File: src/rtl/neural_host_sequencer.sv
// Host-side master for the neural accelerator's external neuron-RAM bus: loads an input
// vector under accelerator reset, runs it, then streams the result words back out.
module neural_host_sequencer #(
  parameter int unsigned INPUT_BASE     = 20,
  parameter int unsigned RESET_HOLD     = 4,
  parameter int unsigned TIMEOUT_CYCLES = 65535
) (
  input  logic       clk,
  input  logic       reset,
  input  logic       start,
  input  logic [7:0] in_count,
  input  logic       in_valid,
  input  logic [7:0] in_data,
  output logic       in_ready,
  output logic       out_valid,
  output logic [7:0] out_data,
  output logic       out_last,
  input  logic       out_ready,
  output logic       busy,
  output logic       done,
  output logic       timeout_err,
  output logic       acc_reset,
  output logic [7:0] acc_write_adr,
  output logic [7:0] acc_write_data,
  output logic       acc_wr_en,
  output logic [7:0] acc_read_adr,
  input  logic [7:0] acc_read_data,
  input  logic       acc_finished,
  input  logic [7:0] acc_result_base,
  input  logic [7:0] acc_result_count
);

  localparam logic [7:0]  InBase   = 8'(INPUT_BASE);
  localparam logic [7:0]  HoldLast = 8'(RESET_HOLD - 1);
  localparam logic [15:0] RunLast  = 16'(TIMEOUT_CYCLES - 1);

  localparam logic [2:0] StIdle   = 3'd0;
  localparam logic [2:0] StLoad   = 3'd1;
  localparam logic [2:0] StSettle = 3'd2;
  localparam logic [2:0] StRun    = 3'd3;
  localparam logic [2:0] StRdAddr = 3'd4;
  localparam logic [2:0] StRdCap  = 3'd5;
  localparam logic [2:0] StOut    = 3'd6;

  logic [2:0]  state_q, state_d;
  logic [7:0]  count_q, count_d;
  logic [7:0]  idx_q, idx_d;
  logic [7:0]  hold_q, hold_d;
  logic [15:0] run_q, run_d;
  logic [7:0]  base_q, base_d;
  logic [7:0]  rcount_q, rcount_d;
  logic [7:0]  k_q, k_d;
  logic [7:0]  rdata_q, rdata_d;
  logic        wr_en_q, wr_en_d;
  logic [7:0]  wr_adr_q, wr_adr_d;
  logic [7:0]  wr_data_q, wr_data_d;
  logic        timeout_q, timeout_d;
  logic        done_q, done_d;
  logic        readout;
  logic        last_word;

  assign readout   = (state_q == StRdAddr) || (state_q == StRdCap) || (state_q == StOut);
  assign last_word = (k_q == rcount_q - 8'd1);

  always_comb begin
    state_d   = state_q;
    count_d   = count_q;
    idx_d     = idx_q;
    hold_d    = hold_q;
    run_d     = run_q;
    base_d    = base_q;
    rcount_d  = rcount_q;
    k_d       = k_q;
    rdata_d   = rdata_q;
    timeout_d = timeout_q;
    wr_en_d   = 1'b0;
    wr_adr_d  = 8'd0;
    wr_data_d = 8'd0;
    done_d    = 1'b0;

    unique case (state_q)
      StIdle: begin
        if (start) begin
          count_d   = in_count;
          timeout_d = 1'b0;
          idx_d     = 8'd0;
          hold_d    = 8'd0;
          state_d   = (in_count == 8'd0) ? StSettle : StLoad;
        end
      end
      StLoad: begin
        // Write is registered, so it lands in the cycle after the handshake.
        if (in_valid) begin
          wr_en_d   = 1'b1;
          wr_adr_d  = InBase + idx_q;
          wr_data_d = in_data;
          idx_d     = idx_q + 8'd1;
          if (idx_q == count_q - 8'd1) begin
            hold_d  = 8'd0;
            state_d = StSettle;
          end
        end
      end
      StSettle: begin
        if (hold_q == HoldLast) begin
          hold_d  = 8'd0;
          run_d   = 16'd0;
          state_d = StRun;
        end else begin
          hold_d = hold_q + 8'd1;
        end
      end
      StRun: begin
        // Finished takes priority over a coincident timeout.
        if (acc_finished) begin
          base_d   = acc_result_base;
          rcount_d = acc_result_count;
          k_d      = 8'd0;
          if (acc_result_count == 8'd0) begin
            done_d  = 1'b1;
            state_d = StIdle;
          end else begin
            state_d = StRdAddr;
          end
        end else if (run_q == RunLast) begin
          timeout_d = 1'b1;
          done_d    = 1'b1;
          state_d   = StIdle;
        end else begin
          run_d = run_q + 16'd1;
        end
      end
      StRdAddr: state_d = StRdCap;
      StRdCap: begin
        rdata_d = acc_read_data;
        state_d = StOut;
      end
      StOut: begin
        if (out_ready) begin
          if (last_word) begin
            done_d  = 1'b1;
            state_d = StIdle;
          end else begin
            k_d     = k_q + 8'd1;
            state_d = StRdAddr;
          end
        end
      end
      default: state_d = StIdle;
    endcase
  end

  always_ff @(posedge clk) begin
    if (reset) begin
      state_q   <= StIdle;
      count_q   <= 8'd0;
      idx_q     <= 8'd0;
      hold_q    <= 8'd0;
      run_q     <= 16'd0;
      base_q    <= 8'd0;
      rcount_q  <= 8'd0;
      k_q       <= 8'd0;
      rdata_q   <= 8'd0;
      wr_en_q   <= 1'b0;
      wr_adr_q  <= 8'd0;
      wr_data_q <= 8'd0;
      timeout_q <= 1'b0;
      done_q    <= 1'b0;
    end else begin
      state_q   <= state_d;
      count_q   <= count_d;
      idx_q     <= idx_d;
      hold_q    <= hold_d;
      run_q     <= run_d;
      base_q    <= base_d;
      rcount_q  <= rcount_d;
      k_q       <= k_d;
      rdata_q   <= rdata_d;
      wr_en_q   <= wr_en_d;
      wr_adr_q  <= wr_adr_d;
      wr_data_q <= wr_data_d;
      timeout_q <= timeout_d;
      done_q    <= done_d;
    end
  end

  assign in_ready       = (state_q == StLoad);
  assign out_valid      = (state_q == StOut);
  assign out_data       = out_valid ? rdata_q : 8'd0;
  assign out_last       = out_valid && last_word;
  assign busy           = (state_q != StIdle);
  assign done           = done_q;
  assign timeout_err    = timeout_q;
  // Accelerator stays in reset (external bus selected) until the run phase.
  assign acc_reset      = (state_q == StIdle) || (state_q == StLoad) || (state_q == StSettle);
  assign acc_wr_en      = wr_en_q;
  assign acc_write_adr  = wr_adr_q;
  assign acc_write_data = wr_data_q;
  assign acc_read_adr   = readout ? (base_q + k_q) : 8'd0;

endmodule

File: config.mk
export PLATFORM = sky130hd
export DESIGN_NAME = neural_host_sequencer
export DESIGN_NICKNAME = d
export VERILOG_FILES = /design/src/rtl/neural_host_sequencer.sv
export SDC_FILE = /design/constraint.sdc
export NUM_CORES = 1
export LEC_CHECK = 0
export CORE_ASPECT_RATIO = 1.5
export CORE_MARGIN = 4
export CORE_UTILIZATION = 30
export CTS_CLUSTER_DIAMETER = 30
export CTS_CLUSTER_SIZE = 14
export DETAILED_ROUTE_END_ITERATION = 8
export GPL_TIMING_DRIVEN = 0
export SYNTH_ARGS = -nofsm -noshare
export SYNTH_HDL_FRONTEND = slang
export SYNTH_SLANG_ARGS = --single-unit
File: constraint.sdc
create_clock -name clk -period 3.3 [get_ports clk]
set_input_delay 0.825 -clock clk [delete_from_list [all_inputs] [get_ports clk]]
set_output_delay 0.825 -clock clk [all_outputs]
set_load 0.05 [all_outputs]
==> results.yml <==
place:
  hpwl_um: 9541
  numPortBuffers: 84
  gp_congestion: 0.8635
  dpl-instance-area_um2: 6021
routing:
  dr.pass1.iters: 4
  drt-wirelength-per-cell_um: 13.86
  routed_wl_um: 12450
  drc_errors: 0
  vias: 4374
  ant_nets: 0
  via_per_inst: 4.871
  drt_iter0_drc: 261
global_routing:
  track_usage: 0.1369
  grt_pass1_wl_um: 20510
  grt_pass1_vias: 4226
  grt-ovfl-total: 0
  antenna_found_initial: 0
  grt_max_degree: 16
clock_tree:
  clkSinkCount: 94
  cts_buffers: 9
  cts_max_level: 3
  holdBufCountCts: 0
  root_buffer: "clkbuf_16"
  clkTransAtPathRegs_ns: 0.06
  cts_tree: "done"
  clkLatencyLatePin_ns: 0.34
  cts_buffer_depth: 2
finish:
  layout-drive-gt1-share: 0.08092
  area_growth_pct: 28.85
  final_nets: 749
  final_cell_mix: "dfxtp_1, nand2_1, clkdlybuf4s50_1"
  layout_commonest_cell: "dfxtp_1"
  design_area_um2: 6342
  diodes: 0
status:
  status: "complete, no violations"
yosys:
  syn_area_um2: 4922
  syn_avg_cell_area_um2: 8.329
  netlist_instances: 591
  ys_types: 65
  synth_seq_cells: 94
  synth_ff_type: "dfxtp_1"
  seq_area_frac_synth: 0.3823
  async_flop_share: 0
  synth_edf_count: 0
  syn_nets: 653
  yosysWarnings: 0
min_path:
  hp-class: "flip-flop to flip-flop"
power_and_ir_drop:
  switching_share: 0.2798
  powerDensity_nw_per_um2: 415.4
  power_frac_seq: 0.453
  internal_power_w: 0.001897
  power.leakage_nw: 2.446
  irDropWorstVdd_uv: 228.9
  pwr-share-clk: 0.379
  switchingPower_w: 0.0007373
  power_frac_comb: 0.169
sta:
  setup_viol: 0
  max_freq_ghz: 0.3130
  clock_skew_ns: 0.006530
  worstMarginPinSlew_ns: 0.6549
  rsz0062_at_grt: "yes"
  holdWs_ns: 0.4608
  max_slew_margin: 0.5634
  period_needed_ns: 3.195
  finalHoldViolations: 0
  fin_crit_sh: 0.9681
  finalMaxSlewViolations: 0
critical_path:
  crit_required_ns: 2.47
  critPathCaptureType: "output port"
  cp_max_fo: 7
  path_class: "flip-flop to output port"
  setup.worst_path.start_class: "flip-flop"
  crit_arrival_ns: 2.37
floorplanning:
  die_h_um: 164.9
  die_area_um2: 18560
  ios: 86
  start_util: 0.3040
  core_area_um2: 16190
  die_x_um: 112.6
  rows: 57
run:
  maxCapViolations: 0
-- timing repair --
action	CTS	global route
setup buffers	1	0
pin swaps	2	0
gates resized for setup	39	8
endpoints found under the setup margin	15	8
-- sequential cells by signal (all words and copies together), names as in the netlist --
name and flops:
hold_q 8, acc_write_adr 8, count_q 8, state_q 3
rdata_q 8, k_q 8, base_q 8, timeout_err 1
idx_q 8, run_q 16, acc_write_data 8, rcount_q 8
acc_wr_en 1, done 1
-- kinds of logic after synthesis --
| logic type | count (synthesis) | synth area share |
|---|---|---|
| simple gates | 266 | 0.2786 |
| compound gates | 113 | 0.1528 |
| mux | 15 | 0.03076 |
| flops | 94 | 0.3823 |
| xor+xnor | 44 | 0.07829 |
| buf+inv | 43 | 0.03508 |
| fa+ha+maj | 16 | 0.04220 |
-- final cells by class --
cell class                 instances  area (um^2)
timing repair buffer              85        844.6
tap                              206        257.7
fill                            1670         9847
buffer                            30        125.1
sequential                        94         1889
inverter                          13        48.80
clock buffer                      11        252.7
clock inverter                     5        33.78
multi-input combinational        454         2890
-- worst max-delay path, stage by stage (launching register included) --
cell and delay [ns]:
dfxtp_2 0.37, ha_1 0.21, fa_1 0.41, a21o_1 0.19, a21oi_2 0.17, xnor2_1 0.08
nor2_1 0.08, clkdlybuf4s15_1 0.52
-- worst paths after layout --
kind / start / to / slack [ns] / depth (start not counted)
worst max-delay path: k_q[0] / acc_read_adr[4] / 0.11 / 7
worst min-delay path: base_q[2] / base_q[2] / 0.46 / 2
worst max register to register: count_q[0] / hold_q[6] / 0.59 / 10
worst min register to register: base_q[2] / base_q[2] / 0.46 / 2
-- stage by stage --
step | util | setup slack [ns] | TNS, ns | cells | power [W]
finish | 0.3918 | 0.1052 | 0 | 898 | 0.002635
global route | 0.3918 | -0.01829 | -0.02089 | 898 | 0.002763
detailed placement | 0.3719 | -0.6275 | -1.366 | 881 | 0.001666
floorplan | - | 0.2034 | 0 | 591 | 0.001506
global placement | 0.3719 | -0.5864 | -1.299 | 881 | 0.001663
CTS | 0.3903 | 0.006473 | 0 | 898 | 0.002668
-- power by group through the flow --
stage	Sequential (W)	Combinational (W)	Clock (W)
finish	0.00119	0.000444	0.000997
global route	0.00120	0.000484	0.00108
CTS	0.00119	0.000447	0.00103
detailed placement	0.00122	0.000445	0
global placement	0.00122	0.000443	0
floorplan	0.00124	0.000264	0
-- metal layers --
metal,global-route usage,share of wire,up-vias
met5,0,0,-
met4,0.04866,0.021,0
met3,0.03262,0.051,16
met2,0.2438,0.50,108
met1,0.1592,0.43,1995
li1,-,-,2255
-- cell usage after synthesis (3+ instances only) --
library cell | number | area share
dfxtp_1 | 94 | 0.38
nand2_1 | 78 | 0.059
a21oi_1 | 53 | 0.054
nor2_1 | 52 | 0.040
and2_1 | 26 | 0.033
xor2_1 | 25 | 0.044
clkbuf_1 | 22 | 0.017
xnor2_1 | 19 | 0.034
or3_1 | 16 | 0.020
ha_1 | 15 | 0.038
mux2i_1 | 14 | 0.028
nand4_1 | 14 | 0.018
inv_1 | 13 | 0.0099
nand3_1 | 13 | 0.013
nand2b_1 | 12 | 0.015
nor3_1 | 11 | 0.011
and3_1 | 10 | 0.013
o21ai_0 | 8 | 0.0081
a211oi_1 | 6 | 0.0092
buf_2 | 6 | 0.0061
o21ai_1 | 6 | 0.0061
a21o_1 | 5 | 0.0076
nand3b_1 | 5 | 0.0076
nor2b_1 | 5 | 0.0064
nor4_1 | 5 | 0.0064
o21bai_1 | 4 | 0.0061
a2111oi_0 | 3 | 0.0053
a31oi_1 | 3 | 0.0038
nor4b_1 | 3 | 0.0053
o21a_1 | 3 | 0.0046
or2_2 | 3 | 0.0038
Note: power is estimated with default switching activity, not from simulation.
